## src/rtl/mix_columns_stage_pkg.sv

```systemverilog
// Shared AES MixColumns constants and GF(2^8) helpers.
// All column arithmetic builds on xtime (multiply by 2 modulo x^8+x^4+x^3+x+1).
package mix_columns_stage_pkg;

    localparam int AES_BLK_W = 128;
    localparam int BYTE_W    = 8;
    localparam logic [BYTE_W-1:0] GF_POLY = 8'h1B;

    function automatic logic [BYTE_W-1:0] xtime(input logic [BYTE_W-1:0] b);
        return {b[BYTE_W-2:0], 1'b0} ^ (b[BYTE_W-1] ? GF_POLY : '0);
    endfunction

    function automatic logic [BYTE_W-1:0] gf_mul3(input logic [BYTE_W-1:0] b);
        return xtime(b) ^ b;
    endfunction

endpackage

```

## src/rtl/mix_columns_stage_if.sv

```systemverilog
// Stream handshake between shift-rows, mix-columns and the next round stage.
// Byte k of a state occupies bits [8k:8k+7]; byte 0 sits at bit 0.
interface mix_columns_stage_if;
    import mix_columns_stage_pkg::*;

    logic [0:AES_BLK_W-1] in;
    logic                 in_ready;
    logic                 last_round;
    logic                 in_hold;
    logic [0:AES_BLK_W-1] out;
    logic                 out_ready;
    logic                 out_hold;

    modport slave (
        input  in, in_ready, last_round, out_hold,
        output in_hold, out, out_ready
    );

    modport master (
        output in, in_ready, last_round, out_hold,
        input  in_hold, out, out_ready
    );

endinterface

```

## src/rtl/mix_columns_stage_mix_single_column.sv

```systemverilog
// Combinational MixColumns on one 32-bit column; a0 (row 0) is the top byte.
module mix_single_column
    import mix_columns_stage_pkg::*;
(
    input  logic [31:0] i_col,
    output logic [31:0] o_col
);

    logic [BYTE_W-1:0] w_a0, w_a1, w_a2, w_a3;
    logic [BYTE_W-1:0] w_b0, w_b1, w_b2, w_b3;

    assign {w_a0, w_a1, w_a2, w_a3} = i_col;

    assign w_b0 = xtime(w_a0) ^ gf_mul3(w_a1) ^ w_a2 ^ w_a3;
    assign w_b1 = w_a0 ^ xtime(w_a1) ^ gf_mul3(w_a2) ^ w_a3;
    assign w_b2 = w_a0 ^ w_a1 ^ xtime(w_a2) ^ gf_mul3(w_a3);
    assign w_b3 = gf_mul3(w_a0) ^ w_a1 ^ w_a2 ^ xtime(w_a3);

    assign o_col = {w_b0, w_b1, w_b2, w_b3};

endmodule

```

## src/rtl/mix_columns_stage.sv

```systemverilog
// Two-stage AES MixColumns pipeline with elastic backpressure and a handoff counter.
// S1 registers the incoming state; S2 holds the mixed (or bypassed) result.
module mix_columns_stage
    import mix_columns_stage_pkg::*;
#(
    parameter int LAST_ROUND_BYPASS = 1,
    parameter int CNT_W             = 16
) (
    input  logic             clk,
    input  logic             reset,
    mix_columns_stage_if.slave bus,
    output logic [CNT_W-1:0] block_cnt
);

    logic [0:AES_BLK_W-1] r_data_p1;
    logic                 r_last_p1;
    logic                 r_vld_p1;
    logic [0:AES_BLK_W-1] r_data_p2;
    logic                 r_vld_p2;
    logic [CNT_W-1:0]     r_block_cnt;

    logic                 w_stall;
    logic                 w_accept;
    logic                 w_advance;
    logic [0:AES_BLK_W-1] w_mixed;
    logic [0:AES_BLK_W-1] w_result;

    // A full S1 can only be refilled if S2 drains it this cycle.
    assign w_stall   = r_vld_p2 & bus.out_hold;
    assign w_advance = r_vld_p1 & ~w_stall;
    assign w_accept  = bus.in_ready & ~bus.in_hold;

    assign bus.in_hold   = r_vld_p1 & w_stall;
    assign bus.out       = r_data_p2;
    assign bus.out_ready = r_vld_p2;
    assign block_cnt     = r_block_cnt;

    for (genvar c = 0; c < 4; c++) begin : g_col
        mix_single_column u_col (
            .i_col (r_data_p1[32*c +: 32]),
            .o_col (w_mixed[32*c +: 32])
        );
    end

    assign w_result = (LAST_ROUND_BYPASS != 0 && r_last_p1) ? r_data_p1 : w_mixed;

    // ---- S1: capture ----
    always_ff @(posedge clk or posedge reset) begin
        if (reset) begin
            r_vld_p1  <= 1'b0;
            r_last_p1 <= 1'b0;
        end else if (w_accept) begin
            r_vld_p1  <= 1'b1;
            r_last_p1 <= bus.last_round;
        end else if (w_advance) begin
            r_vld_p1  <= 1'b0;
        end
    end

    always_ff @(posedge clk) begin
        if (w_accept) begin
            r_data_p1 <= bus.in;
        end
    end

    // ---- S2: mixed result, frozen while stalled ----
    always_ff @(posedge clk or posedge reset) begin
        if (reset) begin
            r_vld_p2  <= 1'b0;
            r_data_p2 <= '0;
        end else if (!w_stall) begin
            r_vld_p2 <= r_vld_p1;
            if (r_vld_p1) begin
                r_data_p2 <= w_result;
            end
        end
    end

    always_ff @(posedge clk or posedge reset) begin
        if (reset) begin
            r_block_cnt <= '0;
        end else if (r_vld_p2 && !bus.out_hold) begin
            r_block_cnt <= r_block_cnt + 1'b1;
        end
    end

endmodule

```

## src/flat_wrapper.sv

```systemverilog
// flat-port wrapper written by rule: the top's interface ports become plain ports
module mix_columns_stage_flat import mix_columns_stage_pkg::*;
#(
    parameter int LAST_ROUND_BYPASS = 1,
    parameter int CNT_W             = 16
)
  (clk, reset, block_cnt, bus_in, bus_in_ready, bus_last_round, bus_out_hold, bus_in_hold, bus_out, bus_out_ready);
  mix_columns_stage_if bus_i ();
  input  logic clk;
  input  logic reset;
  output logic [CNT_W-1:0] block_cnt;
  input wire logic [$bits(bus_i.in)-1:0] bus_in;
  input wire logic [$bits(bus_i.in_ready)-1:0] bus_in_ready;
  input wire logic [$bits(bus_i.last_round)-1:0] bus_last_round;
  input wire logic [$bits(bus_i.out_hold)-1:0] bus_out_hold;
  output wire logic [$bits(bus_i.in_hold)-1:0] bus_in_hold;
  output wire logic [$bits(bus_i.out)-1:0] bus_out;
  output wire logic [$bits(bus_i.out_ready)-1:0] bus_out_ready;
  assign bus_i.in = bus_in;
  assign bus_i.in_ready = bus_in_ready;
  assign bus_i.last_round = bus_last_round;
  assign bus_i.out_hold = bus_out_hold;
  assign bus_in_hold = bus_i.in_hold;
  assign bus_out = bus_i.out;
  assign bus_out_ready = bus_i.out_ready;
  mix_columns_stage #(.LAST_ROUND_BYPASS(LAST_ROUND_BYPASS), .CNT_W(CNT_W)) u_core (.clk(clk), .reset(reset), .bus(bus_i), .block_cnt(block_cnt));
endmodule
```

## config.mk

```make
export PLATFORM = sky130hd
export DESIGN_NAME = mix_columns_stage_flat
export DESIGN_NICKNAME = d
export VERILOG_FILES = /design/src/rtl/mix_columns_stage_pkg.sv /design/src/rtl/mix_columns_stage_if.sv /design/src/rtl/mix_columns_stage_mix_single_column.sv /design/src/rtl/mix_columns_stage.sv /design/src/flat_wrapper.sv
export SDC_FILE = /design/constraint.sdc
export NUM_CORES = 1
export LEC_CHECK = 0
export CAP_MARGIN = 15
export CORE_MARGIN = 8
export CORE_UTILIZATION = 48
export DETAILED_ROUTE_END_ITERATION = 12
export PLACE_DENSITY = 0.89
export SLEW_MARGIN = 15
export SYNTH_ARGS = -nofsm -noshare
export SYNTH_HDL_FRONTEND = slang
export SYNTH_SLANG_ARGS = --single-unit
export TNS_END_PERCENT = 30
```

## constraint.sdc

```tcl
create_clock -name clk -period 4.3 [get_ports clk]
set_clock_uncertainty 0.2 [all_clocks]
set_input_delay 0.43 -clock clk [delete_from_list [all_inputs] [get_ports clk]]
set_output_delay 0.43 -clock clk [all_outputs]
set_load 0.01 [all_outputs]
```

# Word level (Yosys, flattened, before mapping)
# Cells that the tools add are included.
word_totals:
  regBits: 275
  inputBits: 133
  out_inout_bits: 146
  word_cells: 116
op_classes:
  n_addsub: 1
  muxes: 19
  n_bitwise: 86
  reduce_logical: 4
ops:
  columns: ["cell", "count"]
  rows:
  - ["8-bit bitwise XOR", 68]
  - ["128-bit 2-to-1 mux", 1]
  - ["8-bit by 5-bit bitwise XOR with 8-bit output", 12]
  - ["5-bit 2-to-1 mux", 16]
  - ["16-bit by 1-bit adder with 16-bit output, second input constant", 1]
  - ["1-bit bitwise AND", 4]
  - ["1-bit 2-to-1 mux", 2]
  - ["1-bit inverter", 2]
  - ["2-bit AND reduction", 1]
  - ["2-bit nonzero test", 1]
  - ["1-bit logical AND", 1]
  - ["1-bit zero test", 1]

# Logic depth before layout (Yosys ltp)
# Gate-level depths: netlist (run 1).
depth:
  depth_word: 7
  depth_mapped: 6
  depth_no_buf: 5

# By module
# A second synthesis (run 1) with hierarchy kept.
unflattened:
  hier_cells: 1078
  hier_area_um2: 15851.5
by_module_without_submodules:
  columns: ["module", "n_inst", "cells_per_inst", "area_each_um2", "seq_area_each_um2"]
  rows:
  - ["mix_columns_stage", 1, 754, 10501.3, 7522.2]
  - ["mix_single_column", 4, 81, 1337.5, 0.0]

# Least setup slack after synthesis (run 1)
# Ideal clock, no wire load.
synth_timing:
  kind: "reg-to-reg"
  from: "register u_core.r_vld_p2 (netlist: u_core.bus.out_ready)"
  to: "register u_core.r_last_p1"
  setup_time_ns: 0.134
  t_arrival_ns: 4.108
  required_time_ns: 3.966
  path_slack_ns: -0.142
  stages_incl_launch_ff: 4
  n_path_buf: 0
  synth_period_minus_slack_ns: 4.442
  path_cell_list: "dfrtp_1 > nand3_1 > and2_1 > mux2_2"
synth_via:
  elab_chain_cells: 4
synth_lines:
  columns: ["item", "line", "source"]
  rows:
  - ["from (decl)", "mix_columns_stage.sv:19", "logic r_vld_p2;"]
  - ["from (signal assigned)", "mix_columns_stage.sv:72", "r_vld_p2 <= r_vld_p1;"]
  - ["1-bit bitwise AND", "mix_columns_stage.sv:29", "assign w_stall = r_vld_p2 & bus.out_hold;"]
  - ["1-bit bitwise AND", "mix_columns_stage.sv:33", "assign bus.in_hold = r_vld_p1 & w_stall;"]
  - ["1-bit inverter", "mix_columns_stage.sv:31", "assign w_accept = bus.in_ready & ~bus.in_hold;"]
  - ["1-bit bitwise AND", "mix_columns_stage.sv:31", null]
  - ["via u_core.w_accept", "mix_columns_stage.sv:23", "logic w_accept;"]
  - ["to (signal assigned)", "mix_columns_stage.sv:54", "r_last_p1 <= bus.last_round;"]
  - ["to (decl)", "mix_columns_stage.sv:16", "logic r_last_p1;"]
# The timed path passes the listed nets, and every way through them passes these cells.
# A chain may end at the register's enable or synchronous reset.

# Final worst setup path (run 1)
layout_timing:
  from: "register u_core.r_last_p1"
  to: "register u_core.r_data_p2 (netlist bit u_core.bus.out[42])"
layout_via:
  elab_chain_cells: 1
layout_lines:
  columns: ["item", "line", "source"]
  rows:
  - ["128-bit 2-to-1 mux", "mix_columns_stage.sv:45", "assign w_result = (LAST_ROUND_BYPASS != 0 && r_last_p1) ? r_data_p1 : w_mixed;"]
  - ["to (signal assigned)", "mix_columns_stage.sv:74", "r_data_p2 <= w_result;"]
  - ["to (decl)", "mix_columns_stage.sv:18", "logic [0:AES_BLK_W-1] r_data_p2;"]
# Every way passes these cells.

==> impl_metrics.toml, run 1 <==
[final_layout]
drive_gt1_share_pct = 5.351
diodes = 0
area_growth_syn_to_layout_pct = 27.78
n_fill_cell = 2232
nNetsFinal = 1608

[synth]
syn_inst = 1239
synth_top_family_by_area = "XOR/XNOR gates"
synth.area.mux_share_pct = 0.2245
synth.distinct_cells = 41
yosys.area_share.simple_pct = 7.728
yosysMostFrequentCell = "xnor2_1"
netlist.top_cell.by_area = "edfxtp_1"
yosys.area_share.xor_xnor_pct = 29.11
synth_top_area_share_pct = 26.52
synthAdderAreaFrac_pct = 0.08634
synth_edf_count = 128
yosysWarnings = 0
syn-num-nets = 1373
synth_flop_cell = "dfrtp_1"
ys_ff_latch = 275
ys_top_cells_by_area = "edfxtp_1 (27%), dfrtp_1 (25%), xnor2_1 (18%), xor2_1 (6.5%), and3_1 (5.1%)"
async_reset_ff_share_pct = 53.45
yosys-top-cells-count = "xnor2_1 (302), dfrtp_1 (147), edfxtp_1 (128)"
synth.avg_cell_area_sq_um = 11.70
synth-seq-area-share_pct = 51.91
synth_area_sq_um = 14490
synth_compound_area_share_pct = 8.384

[detailed_routing]
vias = 10313
vias_per_cell = 5.471
drtPass1Iterations = 6
first_iter_violations = 788
wire_per_inst_um = 21.18
ant_nets = 0
drc_errors = 0
drt_wl_total_mm = 39.93

[clocking]
cts.sinks = 275
cts_setup_buffers = 0
ctsHoldBuffers = 0
cts_made_buffers = 29
cts_tree = "yes"
clock_latency_ps = 540
clockRootBuffer = "clkbuf_16"
clkTransAtPathRegs_ps = 60
cts_resized = 0
cts_htree_levels = 1
cts_max_path_buffers = 3

[critical_path]
worst_setup_path_end_kind = "flip-flop"
timing.reg2reg.setup_slack_ps = 1700
worst_setup_path_start_kind = "flip-flop"
worstPathRequired_ps = 4500
timing.rr.end = "u_core.bus.out[42]"
r2r_cells = 3
crit_chain = "nand2b_4, buf_4, o21ai_0"
max_stage_delay_ps = 820
critical_path_class = "reg -> reg"
reg2reg_from = "u_core.r_last_p1"
worstPathMaxFanout = 69
worstPathArrival_ps = 2800
cp_slowest_cell = "dfrtp_4"

[sta]
finalSetupTns_ps = 0
finalSetupViolations = 0
hold_violations = 0
finalCritPeriodShare_pct = 60.42
slew_viol_final = 0
slew_headroom_pct = 18.19
max_freq_mhz = 384.9
worst_pin_slew_ps = 1227
finalCriticalPeriod_ps = 2598
rsz0062_at_grt = "false"
worst_slack_ps = 1702

[pwr]
power_mw = 9.129
power_density_nw_per_um2 = 493.0
ir_drop_mv = 0.3949
p_leak_nw = 7.306

[hold_path]
min_from = "bus_in[41]"
hold_class = "in -> reg"
min_to = "u_core.r_data_p1[86]"
hold_depth = 1

[run_status]
outcome = "completed"

[place]
place.gp.congestion = 0.8711
io_buffers = 278
dpl_worst_slack_ps = 1365
hpwl_mm = 27.56

[grt]
grt_pass1_vias = 10965
grt_pass1_wl_mm = 62.60
grt.total_usage_pct = 21.59
grt-ovfl-total = 0
grt_max_degree = 148
antenna_found_initial = 0

[run]
drv_cap = 0

[floorplanning]
fp.coreArea_sq_um = 29720
rows = 63
die_area_sq_um = 36010
die_w_um = 189.8
ios = 279
die_h_um = 189.8
initial_core_util_pct = 48.76
==> registers in the layout (all words and copies together) (netlist names) <==
name	count
u_core.r_last_p1	1
u_core.r_vld_p1	1
u_core.bus.out	128
u_core.block_cnt	16
u_core.r_data_p1	128
u_core.bus.out_ready	1
==> metrics by stage <==
| step | instances | utilization, % | hold slack [ps] | cell area (sq um) |
|---|---|---|---|---|
| 4_1_cts | 1885 | 62.31 | 206.4 | 18520 |
| 2_1_floorplan | 1239 | - | 258.9 | 14500 |
| 5_1_grt | 1885 | 62.31 | 208.9 | 18520 |
| 3_3_place_gp | 1833 | 59.07 | 261.7 | 17550 |
| 3_5_place_dp | 1833 | 59.07 | 266.6 | 17550 |
| 6_report | 1885 | 62.31 | 235.6 | 18520 |
==> cell type report <==
cell class,count,area (sq um),area share [%]
sequential,275,7526,40.64
clock inverter,14,173.9,0.9392
tap,390,488.0,2.635
clock buffer,38,789.5,4.264
inverter,3,15.01,0.08108
timing repair buffer,289,2903,15.68
multi-input combinational,876,6623,35.76
==> cells in the final DEF (no fill, tap or decap), types with 6 or more instances in the layout <==
cell type,n
xor2_1,107
clkbuf_1,6
xnor2_2,12
nand2_1,25
clkdlybuf4s50_1,278
o21ai_0,113
dfrtp_1,146
xnor2_1,302
clkbuf_16,29
and3_1,119
buf_4,8
xnor3_1,14
a21oi_1,117
edfxtp_1,128
nand3_1,25
==> kinds of logic after synthesis <==
| family | after synthesis |
|---|---|
| AND/OR/NAND/NOR | 194 |
| flip-flops | 275 |
| adder cells (fa/ha/maj) | 1 |
| buffers and inverters | 88 |
| XOR/XNOR | 440 |
| multiplexers | 3 |
| AO/OA/AOI/OAI | 238 |
==> per-layer routing <==
layer / wire (um) / GRT usage, % / share of wire, % / vias up
met5: 0 / 0 / 0 / -
met4: 1243 / 7.035 / 3.1 / 0
met3: 2789 / 4.339 / 7.0 / 73
met2: 20340 / 38.20 / 51 / 429
met1: 15560 / 26.05 / 39 / 5104
li1: - / - / - / 4707
==> worst max-delay path by stage <==
stage,slack [ps],depth (start not counted),from,to
4_1_cts,1690,3,u_core.r_last_p1,u_core.bus.out[42]
6_report,1700,3,u_core.r_last_p1,u_core.bus.out[42]
2_1_floorplan,-140,3,u_core.bus.out_ready,u_core.r_last_p1
3_3_place_gp,1450,6,bus_out_hold,u_core.bus.out[16]
3_5_place_dp,1370,6,bus_out_hold,u_core.bus.out[45]
5_1_grt,1580,3,u_core.r_last_p1,u_core.bus.out[37]
==> power breakdown <==
part	total, mW	internal [mW]	switching, mW
Combinational	2.82	1.54	1.27
Clock	2.57	1.52	1.05
Sequential	3.74	3.26	0.478
==> critical path: cells and delay by family (launching register included) <==
kind	cells	cell delay, ps
buf+inv	1	450
simple gates	1	720
flops	1	820
compound gates	1	180
Note: power is estimated with default switching activity, not from simulation.
==> inputs of run 2 (changes only) <==
--- a/config.mk
+++ b/config.mk
@@ -7,9 +7,9 @@
 export LEC_CHECK = 0
 export CAP_MARGIN = 15
 export CORE_MARGIN = 8
-export CORE_UTILIZATION = 48
+export CORE_UTILIZATION = 53
 export DETAILED_ROUTE_END_ITERATION = 12
-export PLACE_DENSITY = 0.89
+export PLACE_DENSITY = 0.92
 export SLEW_MARGIN = 15
 export SYNTH_ARGS = -nofsm -noshare
 export SYNTH_HDL_FRONTEND = slang
==> constraint.sdc (replaced) <==
create_clock -name clk -period 2.55 [get_ports clk]
set_clock_uncertainty 0.2 [all_clocks]
set_input_delay 0.255 -clock clk [delete_from_list [all_inputs] [get_ports clk]]
set_output_delay 0.255 -clock clk [all_outputs]
set_load 0.01 [all_outputs]
==> run 2 against run 1 <==
Compared with the run above:
- combinational power grew 71%
- cell area grew 0.75%
- critical path depth is the same
- worst hold slack lost 180 ps
- die area shrank 8.7%
- wire length grew 0.20%
- global-route usage grew 2.3 points
- worst setup slack lost 1500 ps
- non-clock buffer count grew 7
- critical path type is now reg -> out
==> impl_metrics.toml, run 2 (synthesis gave the netlist of run 1 again) <==
[run_status]
outcome = "completed"

[floorplanning]
ios = 279
die_area_sq_um = 32890
fp.coreArea_sq_um = 26880
rows = 60
die_h_um = 181.4
die_w_um = 181.4
initial_core_util_pct = 53.92

[grt]
grt-ovfl-total = 0
grt_pass1_wl_mm = 63.53
grt.total_usage_pct = 23.92
antenna_found_initial = 1
grt_pass1_vias = 11132
grt_max_degree = 131

[sta]
finalSetupViolations = 0
worst_slack_ps = 187.5
slew_viol_final = 0
rsz0062_at_grt = "false"
hold-worst-slack_ps = 52.35
finalCriticalPeriod_ps = 2363
hold_violations = 0
slew_headroom_pct = 55.00
worst_pin_slew_ps = 675.0
max_freq_mhz = 423.3
finalSetupTns_ps = 0
finalCritPeriodShare_pct = 92.65

[critical_path]
worst_setup_path_start_kind = "flip-flop"
worstPathRequired_ps = 2100
critical_path_class = "reg -> out"
worst_setup_path_end_kind = "output port"
worstPathMaxFanout = 8
reg2reg_from = "u_core.bus.out_ready"
worstPathArrival_ps = 1910
critPathLaunch = "u_core.bus.out_ready"

[clocking]
cts_max_path_buffers = 3
cts_tree = "yes"
cts_htree_levels = 1
cts_setup_buffers = 0
clkTransAtPathRegs_ps = 60
cts_made_buffers = 30
clockRootBuffer = "clkbuf_16"
clock_latency_ps = 550
cts_resized = 0
cts.sinks = 275

[final_layout]
n_fill_cell = 1847
nNetsFinal = 1616
fin_util_pct = 69.42
area_growth_syn_to_layout_pct = 28.74
drive_gt1_share_pct = 6.109
layout_commonest_cell = "xnor2_1"
mostFrequentLayoutCells = "xnor2_1 (302), clkdlybuf4s50_1 (278), dfrtp_1 (146)"

[detailed_routing]
first_iter_violations = 770
drt_wl_total_mm = 40.01
wire_per_inst_um = 21.65
vias_per_cell = 5.712
ant_nets = 0
drc_errors = 0
drtPass1Iterations = 9
vias = 10555

[hold_path]
min_from = "bus_in[105]"
hold_class = "in -> reg"

[pwr]
intPower_mw = 10.84
swShare_pct = 30.69
switchingPower_mw = 4.799
clkPwrFrac_pct = 28.8
power_density_nw_per_um2 = 838.1
p_seq_share_pct = 40.3
ir_drop_mv = 0.5471
comb_power_share_pct = 30.9
p_leak_nw = 7.396

[place]
hpwl_mm = 27.93
io_buffers = 278
place.gp.congestion = 0.8805
dpl_worst_slack_ps = 248.9

[run]
drv_cap = 0
[run 2: cell types whose count changed in the layout (fill, tap and decap cells not counted), sizes merged]
cell and change:
buf +6, clkinv +3, clkinvlp +2, clkbuf -1, diode +1, dlygate4sd3 +1
[run 2: layer usage]
metal  part of all wire [%]  track usage (%)
met2                     50            40.68
met4                    3.8            9.446
met1                     40            29.63
met3                    6.8            4.734
met5                      0                0
[run 2: path summary, 6_finish.rpt]
kind | endpoint | slack (ps) | depth (start not counted)
max | bus_in_hold | 190 | 3
min in group asynchronous | u_core.block_cnt[14] | 550 | 4
max in group asynchronous | u_core.r_last_p1 | 930 | 4
min reg2reg | u_core.block_cnt[15] | 280 | 1
min | u_core.r_data_p1[22] | 50 | 1
max reg2reg | u_core.bus.out[58] | 460 | 6
[run 2: metrics by stage]
step	area, sq um	total power, mW	std cells
after global placement	17610	10.99	1790
after global routing	18660	16.34	1848
after detailed placement	17610	11.18	1790
after floorplan	14500	8.737	1239
final	18660	15.64	1848
after CTS	18650	15.75	1847
[run 2: power by group through the flow]
| stage | sequential (mW) | clock (mW) | combinational (mW) |
|---|---|---|---|
| 2_1_floorplan | 6.39 | 0 | 2.34 |
| 3_3_place_gp | 6.31 | 0 | 4.68 |
| 3_5_place_dp | 6.34 | 0 | 4.84 |
| 4_1_cts | 6.28 | 4.58 | 4.89 |
| 5_1_grt | 6.38 | 4.74 | 5.22 |
| 6_report | 6.30 | 4.50 | 4.83 |
[run 2: cell type report]
cell class / count / area, sq um / share of cell area [%]
sequential: 275 / 7526 / 40.34
multi-input combinational: 876 / 6623 / 35.50
timing repair buffer: 296 / 3033 / 16.26
clock buffer: 37 / 828.3 / 4.440
tap: 341 / 426.7 / 2.287
clock inverter: 19 / 202.7 / 1.086
inverter: 3 / 15.01 / 0.08048
antenna: 1 / 2.502 / 0.01341
[run 2: what timing repair did]
action                                  in CTS  in global routing
endpoints found under the setup margin       0                  0
endpoints found under the hold margin       55                  0
hold buffers                                 1                  0
[run 2: worst max-delay path, cell delays in order (launching register included)]
cell and delay (ps):
dfrtp_1 550, nand3_1 180, inv_1 90, clkdlybuf4s50_1 540
